===== config.mk =====
export PLATFORM = sky130hd
export DESIGN_NAME = vpu_issue_ctrl
export DESIGN_NICKNAME = d
export VERILOG_FILES = /design/src/rtl/vpu_issue_ctrl.sv
export SDC_FILE = /design/constraint.sdc
export NUM_CORES = 1
export LEC_CHECK = 0
export CAP_MARGIN = 20
export CORE_ASPECT_RATIO = 0.9
export CORE_MARGIN = 3
export CORE_UTILIZATION = 43
export DETAILED_ROUTE_END_ITERATION = 6
export GPL_TIMING_DRIVEN = 0
export PLACE_DENSITY = 0.7
export SKIP_LAST_GASP = 1
export SYNTH_ARGS = -nofsm -noshare
export SYNTH_HDL_FRONTEND = slang
export SYNTH_SLANG_ARGS = --single-unit

===== constraint.sdc =====
create_clock -name clk -period 3.3 [get_ports clk]
set_input_delay 0.66 -clock clk [delete_from_list [all_inputs] [get_ports clk]]
set_output_delay 0.66 -clock clk [all_outputs]
set_load 0.03 [all_outputs]

===== src/rtl/vpu_issue_ctrl.sv =====
`default_nettype none
// ============================================================================
// Module   : vpu_issue_ctrl
// Brief    : Serialising issue controller in front of the VPU latency counter.
//            Requests are buffered in a FIFO. Each op is issued with its
//            programmed latency, waits for done, and then returns a tagged
//            response. Defining VPU_ISSUE_PERF_EN adds the perf counters.
// Revision : 1.0 - initial release
// ============================================================================
module vpu_issue_ctrl #(
    parameter int OPCODE_WIDTH   = 4,
    parameter int TAG_WIDTH      = 4,
    parameter int MAX_DELAY_LG2  = 4,
    parameter int FIFO_DEPTH_LG2 = 2
) (
    input  logic                     clk,
    input  logic                     rst_n,

    input  logic                     req_valid_i,
    output logic                     req_ready_o,
    input  logic [OPCODE_WIDTH-1:0]  req_opcode_i,
    input  logic [TAG_WIDTH-1:0]     req_tag_i,

    input  logic                     cfg_we_i,
    input  logic [OPCODE_WIDTH-1:0]  cfg_opcode_i,
    input  logic [MAX_DELAY_LG2-1:0] cfg_delay_i,

    output logic                     cntr_start_o,
    output logic [MAX_DELAY_LG2-1:0] cntr_count_o,
    input  logic                     cntr_done_i,

    output logic                     rsp_valid_o,
    input  logic                     rsp_ready_i,
    output logic [TAG_WIDTH-1:0]     rsp_tag_o,
    output logic [OPCODE_WIDTH-1:0]  rsp_opcode_o,

    output logic                     busy_o
`ifdef VPU_ISSUE_PERF_EN
    ,
    output logic [31:0]              perf_busy_cycles_o,
    output logic [15:0]              perf_ops_o
`endif
);

    localparam int NUM_OPS    = 1 << OPCODE_WIDTH;
    localparam int FIFO_DEPTH = 1 << FIFO_DEPTH_LG2;
    localparam int ENTRY_W    = OPCODE_WIDTH + TAG_WIDTH;

    localparam logic [FIFO_DEPTH_LG2-1:0] PTR_ONE   = FIFO_DEPTH_LG2'(1);
    localparam logic [FIFO_DEPTH_LG2:0]   CNT_ONE   = (FIFO_DEPTH_LG2 + 1)'(1);
    localparam logic [FIFO_DEPTH_LG2:0]   CNT_FULL  = (FIFO_DEPTH_LG2 + 1)'(FIFO_DEPTH);
    localparam logic [MAX_DELAY_LG2-1:0]  DELAY_ONE = MAX_DELAY_LG2'(1);

    typedef enum logic [1:0] {
        ST_IDLE  = 2'd0,
        ST_ISSUE = 2'd1,
        ST_WAIT  = 2'd2,
        ST_RESP  = 2'd3
    } state_t;

    state_t                    state_q, state_d;

    logic [ENTRY_W-1:0]        fifo_mem_q [FIFO_DEPTH];
    logic [FIFO_DEPTH_LG2-1:0] wr_ptr_q, rd_ptr_q;
    logic [FIFO_DEPTH_LG2:0]   count_q, count_d;
    logic                      fifo_full;
    logic                      fifo_empty;
    logic                      push;
    logic                      pop;
    logic [ENTRY_W-1:0]        head;
    logic [OPCODE_WIDTH-1:0]   head_opcode;

    logic [MAX_DELAY_LG2-1:0]  table_q [NUM_OPS];

    logic [ENTRY_W-1:0]        inflight_q;
    logic [TAG_WIDTH-1:0]      rsp_tag_q;
    logic [OPCODE_WIDTH-1:0]   rsp_opcode_q;

    // ------------------------------------------------------------------
    // Request FIFO; ready is taken from the registered count only
    // ------------------------------------------------------------------
    assign fifo_full   = (count_q == CNT_FULL);
    assign fifo_empty  = (count_q == '0);
    assign req_ready_o = !fifo_full;
    assign push        = req_valid_i && req_ready_o;
    assign head        = fifo_mem_q[rd_ptr_q];
    assign head_opcode = head[ENTRY_W-1:TAG_WIDTH];

    always_comb begin
        count_d = count_q;
        if (push && !pop) begin
            count_d = count_q + CNT_ONE;
        end else if (!push && pop) begin
            count_d = count_q - CNT_ONE;
        end
    end

    always_ff @(posedge clk) begin
        if (push) begin
            fifo_mem_q[wr_ptr_q] <= {req_opcode_i, req_tag_i};
        end
    end

    always_ff @(posedge clk or negedge rst_n) begin
        if (!rst_n) begin
            wr_ptr_q <= '0;
            rd_ptr_q <= '0;
            count_q  <= '0;
        end else begin
            if (push) begin
                wr_ptr_q <= wr_ptr_q + PTR_ONE;
            end
            if (pop) begin
                rd_ptr_q <= rd_ptr_q + PTR_ONE;
            end
            count_q <= count_d;
        end
    end

    // ------------------------------------------------------------------
    // Latency table; a zero latency would never complete, so it maps to 1
    // ------------------------------------------------------------------
    always_ff @(posedge clk or negedge rst_n) begin
        if (!rst_n) begin
            for (int i = 0; i < NUM_OPS; i++) begin
                table_q[i] <= DELAY_ONE;
            end
        end else if (cfg_we_i) begin
            table_q[cfg_opcode_i] <= (cfg_delay_i == '0) ? DELAY_ONE : cfg_delay_i;
        end
    end

    // ------------------------------------------------------------------
    // Issue FSM
    // ------------------------------------------------------------------
    always_ff @(posedge clk or negedge rst_n) begin
        if (!rst_n) begin
            state_q <= ST_IDLE;
        end else begin
            state_q <= state_d;
        end
    end

    always_comb begin
        state_d      = state_q;
        pop          = 1'b0;
        cntr_start_o = 1'b0;
        cntr_count_o = '0;
        rsp_valid_o  = 1'b0;
        unique case (state_q)
            ST_IDLE: begin
                // The counter ignores start while done is still high
                if (!fifo_empty && !cntr_done_i) begin
                    state_d = ST_ISSUE;
                end
            end
            ST_ISSUE: begin
                pop          = 1'b1;
                cntr_start_o = 1'b1;
                cntr_count_o = table_q[head_opcode];
                state_d      = ST_WAIT;
            end
            ST_WAIT: begin
                if (cntr_done_i) begin
                    state_d = ST_RESP;
                end
            end
            ST_RESP: begin
                rsp_valid_o = 1'b1;
                if (rsp_ready_i) begin
                    state_d = ST_IDLE;
                end
            end
            default: begin
                state_d = ST_IDLE;
            end
        endcase
    end

    // Response fields are only refreshed on entry to RESP so they hold in between
    always_ff @(posedge clk or negedge rst_n) begin
        if (!rst_n) begin
            inflight_q   <= '0;
            rsp_tag_q    <= '0;
            rsp_opcode_q <= '0;
        end else begin
            if (pop) begin
                inflight_q <= head;
            end
            if ((state_q == ST_WAIT) && cntr_done_i) begin
                rsp_tag_q    <= inflight_q[TAG_WIDTH-1:0];
                rsp_opcode_q <= inflight_q[ENTRY_W-1:TAG_WIDTH];
            end
        end
    end

    assign rsp_tag_o    = rsp_tag_q;
    assign rsp_opcode_o = rsp_opcode_q;
    assign busy_o       = (state_q != ST_IDLE) || !fifo_empty;

`ifdef VPU_ISSUE_PERF_EN
    logic [31:0] perf_busy_q;
    logic [15:0] perf_ops_q;

    always_ff @(posedge clk or negedge rst_n) begin
        if (!rst_n) begin
            perf_busy_q <= '0;
            perf_ops_q  <= '0;
        end else begin
            if ((state_q != ST_IDLE) && (perf_busy_q != 32'hFFFF_FFFF)) begin
                perf_busy_q <= perf_busy_q + 32'd1;
            end
            if (rsp_valid_o && rsp_ready_i) begin
                perf_ops_q <= perf_ops_q + 16'd1;
            end
        end
    end

    assign perf_busy_cycles_o = perf_busy_q;
    assign perf_ops_o         = perf_ops_q;
`endif

endmodule
`default_nettype wire


# Word level (Yosys, flattened, before mapping)
# Memory sizes are Yosys's and may differ from the RTL's.
# Index checks and enable logic that the tools add are counted.
# word_totals
regBits,89
mem_count,1
word_cells,76
in_bits,22
output_inout_bits,16
mem_bits_rw,32
# op_classes
n_addsub,4
muxes,18
eq_ne,7
n_reduce_logical,18
bitwise,2
magnitude_cmp,3
# mem_list
name,words,word_bits,rd,rd_clocked_by_memory_dff,wr,line_no,text
fifo_mem_q,4,8,1,0,1,63,logic [ENTRY_W-1:0] fifo_mem_q [FIFO_DEPTH];
# ops
cell,n
$bwmux 64,1
$mux 4,5
$bmux 4 s4,1
$demux 4 s4,1
$ge 5x5->1 const B,2
$not 4->5,2
$pmux 2 s4,1
$logic_and 1x1->1,6
$mux 2,3
$mux 3,2
$ne 2x2->1 const B,3
$logic_not 1->1,5
$lt 5x1->1 const B,1
$add 2x1->2 const B,2
$eq 2x2->1 const B,2
$logic_not 4->1,1
$mux 1,4
$reduce_bool 2->1,2
$add 3x1->3 const B,1
$eq 3x3->1 const B,1
$logic_not 3->1,1
$reduce_and 3->1,1
$sub 3x1->3 const B,1
$eq 2x1->1 const B,1
2 further kinds,2

# Longest topological paths before layout
# depth
word_depth,7
ltp_mapped,10
mapped_depth_nobuf,9

# Worst setup path before layout
# OpenSTA, ideal clock, no wires.
# synth_path
kind,register to output
startpoint,register rd_ptr_q[0]
endpoint,output cntr_count_o[0]
slack_ns,0.274
path_buffers,3
required_time_ns,2.640
t_arrival_ns,2.366
stages_incl_launch_ff,9
path_cell_list,dfrtp_1 buf_6 mux4_2 buf_6 buf_4 mux2i_1 a21oi_1 o21ai_0 o21ai_0
# synth_between
elab_chain_len,6
# synth_rtl
element,line_no,text
from (decl),64,"logic [FIFO_DEPTH_LG2-1:0] wr_ptr_q, rd_ptr_q;"
from (signal assigned),114,rd_ptr_q <= rd_ptr_q + PTR_ONE;
$mem_v2 4x8,n/a,
$not 4->5 (not written as such),160,cntr_count_o = table_q[head_opcode];
$bmux 4 s4,160,
$mux 4 (not written as such) (2 in series),160,
$mux 4,150,unique case (state_q)
to (decl),29,"output logic [MAX_DELAY_LG2-1:0] cntr_count_o,"
# No other way between the ends. The select of a mux whose other input is x is not followed.

# Worst setup path in the final report
# Same ends and word-level chain as after synthesis.

==> results by group <==
Status
  • Run status: completed

Cells and area
  • Combined area of the multi-input logic cells: between 2000 and 2500 um2
  • # fillers: about 970
  • Area growth from synthesis to layout: 22.8%
  • Number of nets in the layout: around 480
  • Post-Layout Inst Area: roughly 6700 um2
  • Count of placed standard cells in the final layout, fillers left out: between 600 and 700
  • Number of antenna repair diodes: 0
  • Fraction of final layout cells sized beyond drive strength 1: 0.318
  • Sequential standard cell area: approximately 3200 um2

GRT
  • Maximum number of pins on one net before global-route repair: 47
  • GRT Total Usage: 0.167
  • Number of antenna violations at the first check in global routing: 0
  • Number of global-route vias before repair: between 3000 and 4000
  • GRT Residual Overflow: 0
  • First-pass GRT wire length: 18.2 mm

Synth
  • Post-synth net total: 416
  • Number of enable-type register cells in the synthesized netlist: 32
  • Async set-reset flop share out of synthesis: 0.736
  • Number of synthesized register bits: between 100 and 150
  • Instance count of the mapped netlist: roughly 380
  • Synthesized area: about 5400 um2
  • Synth cell types: roughly 40
  • Commonest register cell after synthesis: dfrtp_1
  • Mean instance size in the synthesized netlist: between 10 and 15 um2
  • Sequential area share after synthesis: 0.590
  • YS warnings: 0

Routing
  • Post-Route WL: 11.1 mm
  • Post-route antenna net violation count: 0
  • Routed via count: roughly 3300
  • Post-detailed-route via-to-cell ratio: approximately 5.3
  • Detail-routed net length per standard cell: around 18 um
  • Iteration-0 DRC Markers: 195
  • Post-detailed-route DRC marker count: 0
  • Detailed-router iteration count before antenna repair: 5

Placement
  • Total placed cells including tap cells: about 580
  • Final Wtd Congestion: 0.885
  • Setup slack at placement: -0.211 ns
  • Post-place instance area: 6030 um2
  • Number of I/O port buffers: 37
  • Hpwl dp: approximately 7.6 mm

Timing
  • Shortest period the worst path allows: roughly 3.2 ns
  • Final worst slack: between 0.05 and 0.06 ns
  • RSZ-0062 raised after global routing: yes
  • Final hold viol count: 0
  • Total setup violations reported at the end of the flow: 0
  • Maximum achievable frequency: just over 300 MHz
  • Rel. slew slack: 0.610
  • Final-layout setup total negative slack: 0 ns
  • Worst clock skew on the final layout: around 0.0063 ns
  • Pins over their slew limit: 0
  • Transition at the pin with the smallest max-transition slack: approximately 0.59 ns
  • Final clock period utilization by the worst path: 0.984

Floorplan
  • Number of primary I/O pins: 38
  • Floorplan Core Area: roughly 12000 um2
  • Horiz. Die Dim: 125 um
  • Starting Density: 0.445
  • Row Count: 38
  • Height of the chip: around 110 um
  • Die Footprint: roughly 14000 um2

Power and ir drop
  • Internal portion of total power: 4310 uW
  • Static leakage: 0.00279 uW
  • Max rail drop VDD: between 0.3 and 0.4 mV
  • Switching portion of total power: 0.322
  • Part of the total power dissipated in sequential elements: 0.348
  • Power spent charging and discharging nets: 2050 uW
  • Overall power consumption: between 6000 and 7000 uW
  • Areal power density over the cells: 952 nW/um2
  • Clock network fraction of total power: 0.281
  • Combinational power share: 0.372

Setup path
  • Biggest fanout along the worst timing path: 10
  • Worst setup SP type: register
  • Critical path's slowest cell: mux4_2
  • Arrival @ worst endpoint: 2.59 ns
  • Data required, critical path: 2.64 ns
  • Crit end category: output pin
  • Crit Path Class: register to output pin
  • Critical Path, Cell by Cell: buf_6 > mux4_2 > buf_12 > buf_12 > mux2i_1 > mux2i_1 > a22oi_1 > o21ai_1 > buf_4
  • FF-to-FF setup slack: about 0.74 ns
  • Largest stage delay, worst path: around 0.56 ns

CTS
  • CTS tree: done
  • H-tree levels: 4
  • Number of clock buffers inserted by TritonCTS: 17
  • Clock slew at the register clock pins of the worst setup and hold paths: 0.05 ns
  • Skew-Pair Late Insertion Delay: ~0.4 ns
  • Clock sinks: 121
  • Root buffer selected by CTS: clkbuf_16
  • Post-CTS Hold Buffers: 0
  • Bufs on Longest Clock Path: 2

Run
  • Max Cap Violations: 0

Hold path
  • Class of the tightest hold or removal check: input pin to asynchronous set/reset pin
[logic make-up (layout without fill, tap and decap cells)]
kind of cell / Yosys count / after routing / synth area share
buf+inv: 24 / 100 / 0.0239
mux: 113 / 113 / 0.246
fa+ha+maj: 11 / 11 / 0.0267
flops: 121 / 121 / 0.590
xor+xnor: 6 / 6 / 0.00966
simple gates: 69 / 69 / 0.0623
compound gates: 39 / 39 / 0.0423
[cells in the final DEF, fill, tap and decap left out, types with 4 or more instances in the layout]
master	count
nor2b_1	4
and3_1	4
dfrtp_1	73
mux4_2	4
mux2i_1	34
dfstp_2	16
ha_1	10
nand3b_1	5
buf_4	11
nor2_1	25
inv_1	8
clkbuf_1	8
clkbuf_16	17
o21ai_0	12
edfxtp_1	32
nand2b_1	4
clkinv_2	5
mux4_1	4
mux2_2	68
a21oi_1	16
nand2_1	14
clkdlybuf4s50_1	32
[power groups by stage]
stage               sequential (uW)  combinational [uW]  clock, uW
floorplan                      2280                1530          0
global placement               2200                2200          0
detailed placement             2230                2250          0
CTS                            2210                2330       1810
global route                   2260                2550       1900
finish                         2210                2360       1790
[cells in the mapped netlist, types with 2 or more instances]
master,number,area (um2)
dfrtp_1,73,1830
mux2_2,68,766
mux2i_1,36,360
edfxtp_1,32,961
nor2_1,25,93.8
a21oi_1,16,80.1
dfstp_2,16,420
o21ai_0,15,75.1
nand2_1,14,52.6
ha_1,10,125
inv_1,8,30.0
clkbuf_1,7,26.3
nand3b_1,5,37.5
nor2b_1,5,31.3
and3_1,4,25.0
mux4_1,4,105
mux4_2,4,90.1
nand2b_1,4,25.0
a22oi_1,3,22.5
buf_2,3,15.0
or3_1,3,18.8
xnor2_1,3,26.3
xor2_1,3,26.3
and2b_1,2,15.0
buf_6,2,22.5
nand3_1,2,10.0
nor3_1,2,10.0
[path summary, 6_finish.rpt]
kind,from,endpoint,depth (start not counted)
worst min-delay path,rst_n,table_q[50],1
worst min register to register,table_q[12],table_q[12],2
worst max register to register,state_q[1],count_q[1],8
min in group clk,table_q[12],table_q[12],2
max in group asynchronous,rst_n,table_q[12],2
worst max-delay path,rd_ptr_q[0],cntr_count_o[0],9
[layout make-up]
| class | count | share of cell area |
|---|---|---|
| clock buffer | 20 | 0.0684 |
| inverter | 8 | 0.00449 |
| buffer | 15 | 0.0165 |
| sequential | 121 | 0.480 |
| multi-input combinational | 238 | 0.317 |
| timing repair buffer | 45 | 0.0650 |
| tap | 160 | 0.0300 |
| clock inverter | 12 | 0.0185 |
[through the flow]
step | hold WS (ns) | util
2_1_floorplan | 0.364 | -
3_3_place_gp | 0.466 | 0.492
3_5_place_dp | 0.477 | 0.493
4_1_cts | 0.254 | 0.544
5_1_grt | 0.282 | 0.547
6_report | 0.248 | 0.547
[what timing repair did]
action,in CTS,in global routing
setup endpoints to repair,4,4
gates cloned,0,0
resized for setup,30,10
setup buffers,5,2
pin swaps,1,3
[critical path, delay by kind of cell, from the launching register on]
| kind | cells | cell delay [ns] |
|---|---|---|
| muxes | 3 | 0.88 |
| AOI/OAI and AO/OA | 2 | 0.32 |
| buffers and inverters | 4 | 0.64 |
| DFF | 1 | 0.34 |
[routing by layer]
layer  share of wire  wire (um)  up-vias  track usage
met2            0.49       5490       67        0.270
met1            0.46       5100     1656        0.219
met4          0.0085         95        0       0.0614
li1                -          -     1526            -
met3           0.042        470        9       0.0467
met5               0          0        -            0
[state kept, by name, summed over array words and instances (netlist names)]
name          count
rd_ptr_q          2
rsp_opcode_o      4
state_q           2
count_q           3
rsp_tag_o         4
inflight_q        8
table_q          64
fifo_mem_q       32
wr_ptr_q          2
(Power assumes the default switching activity.)
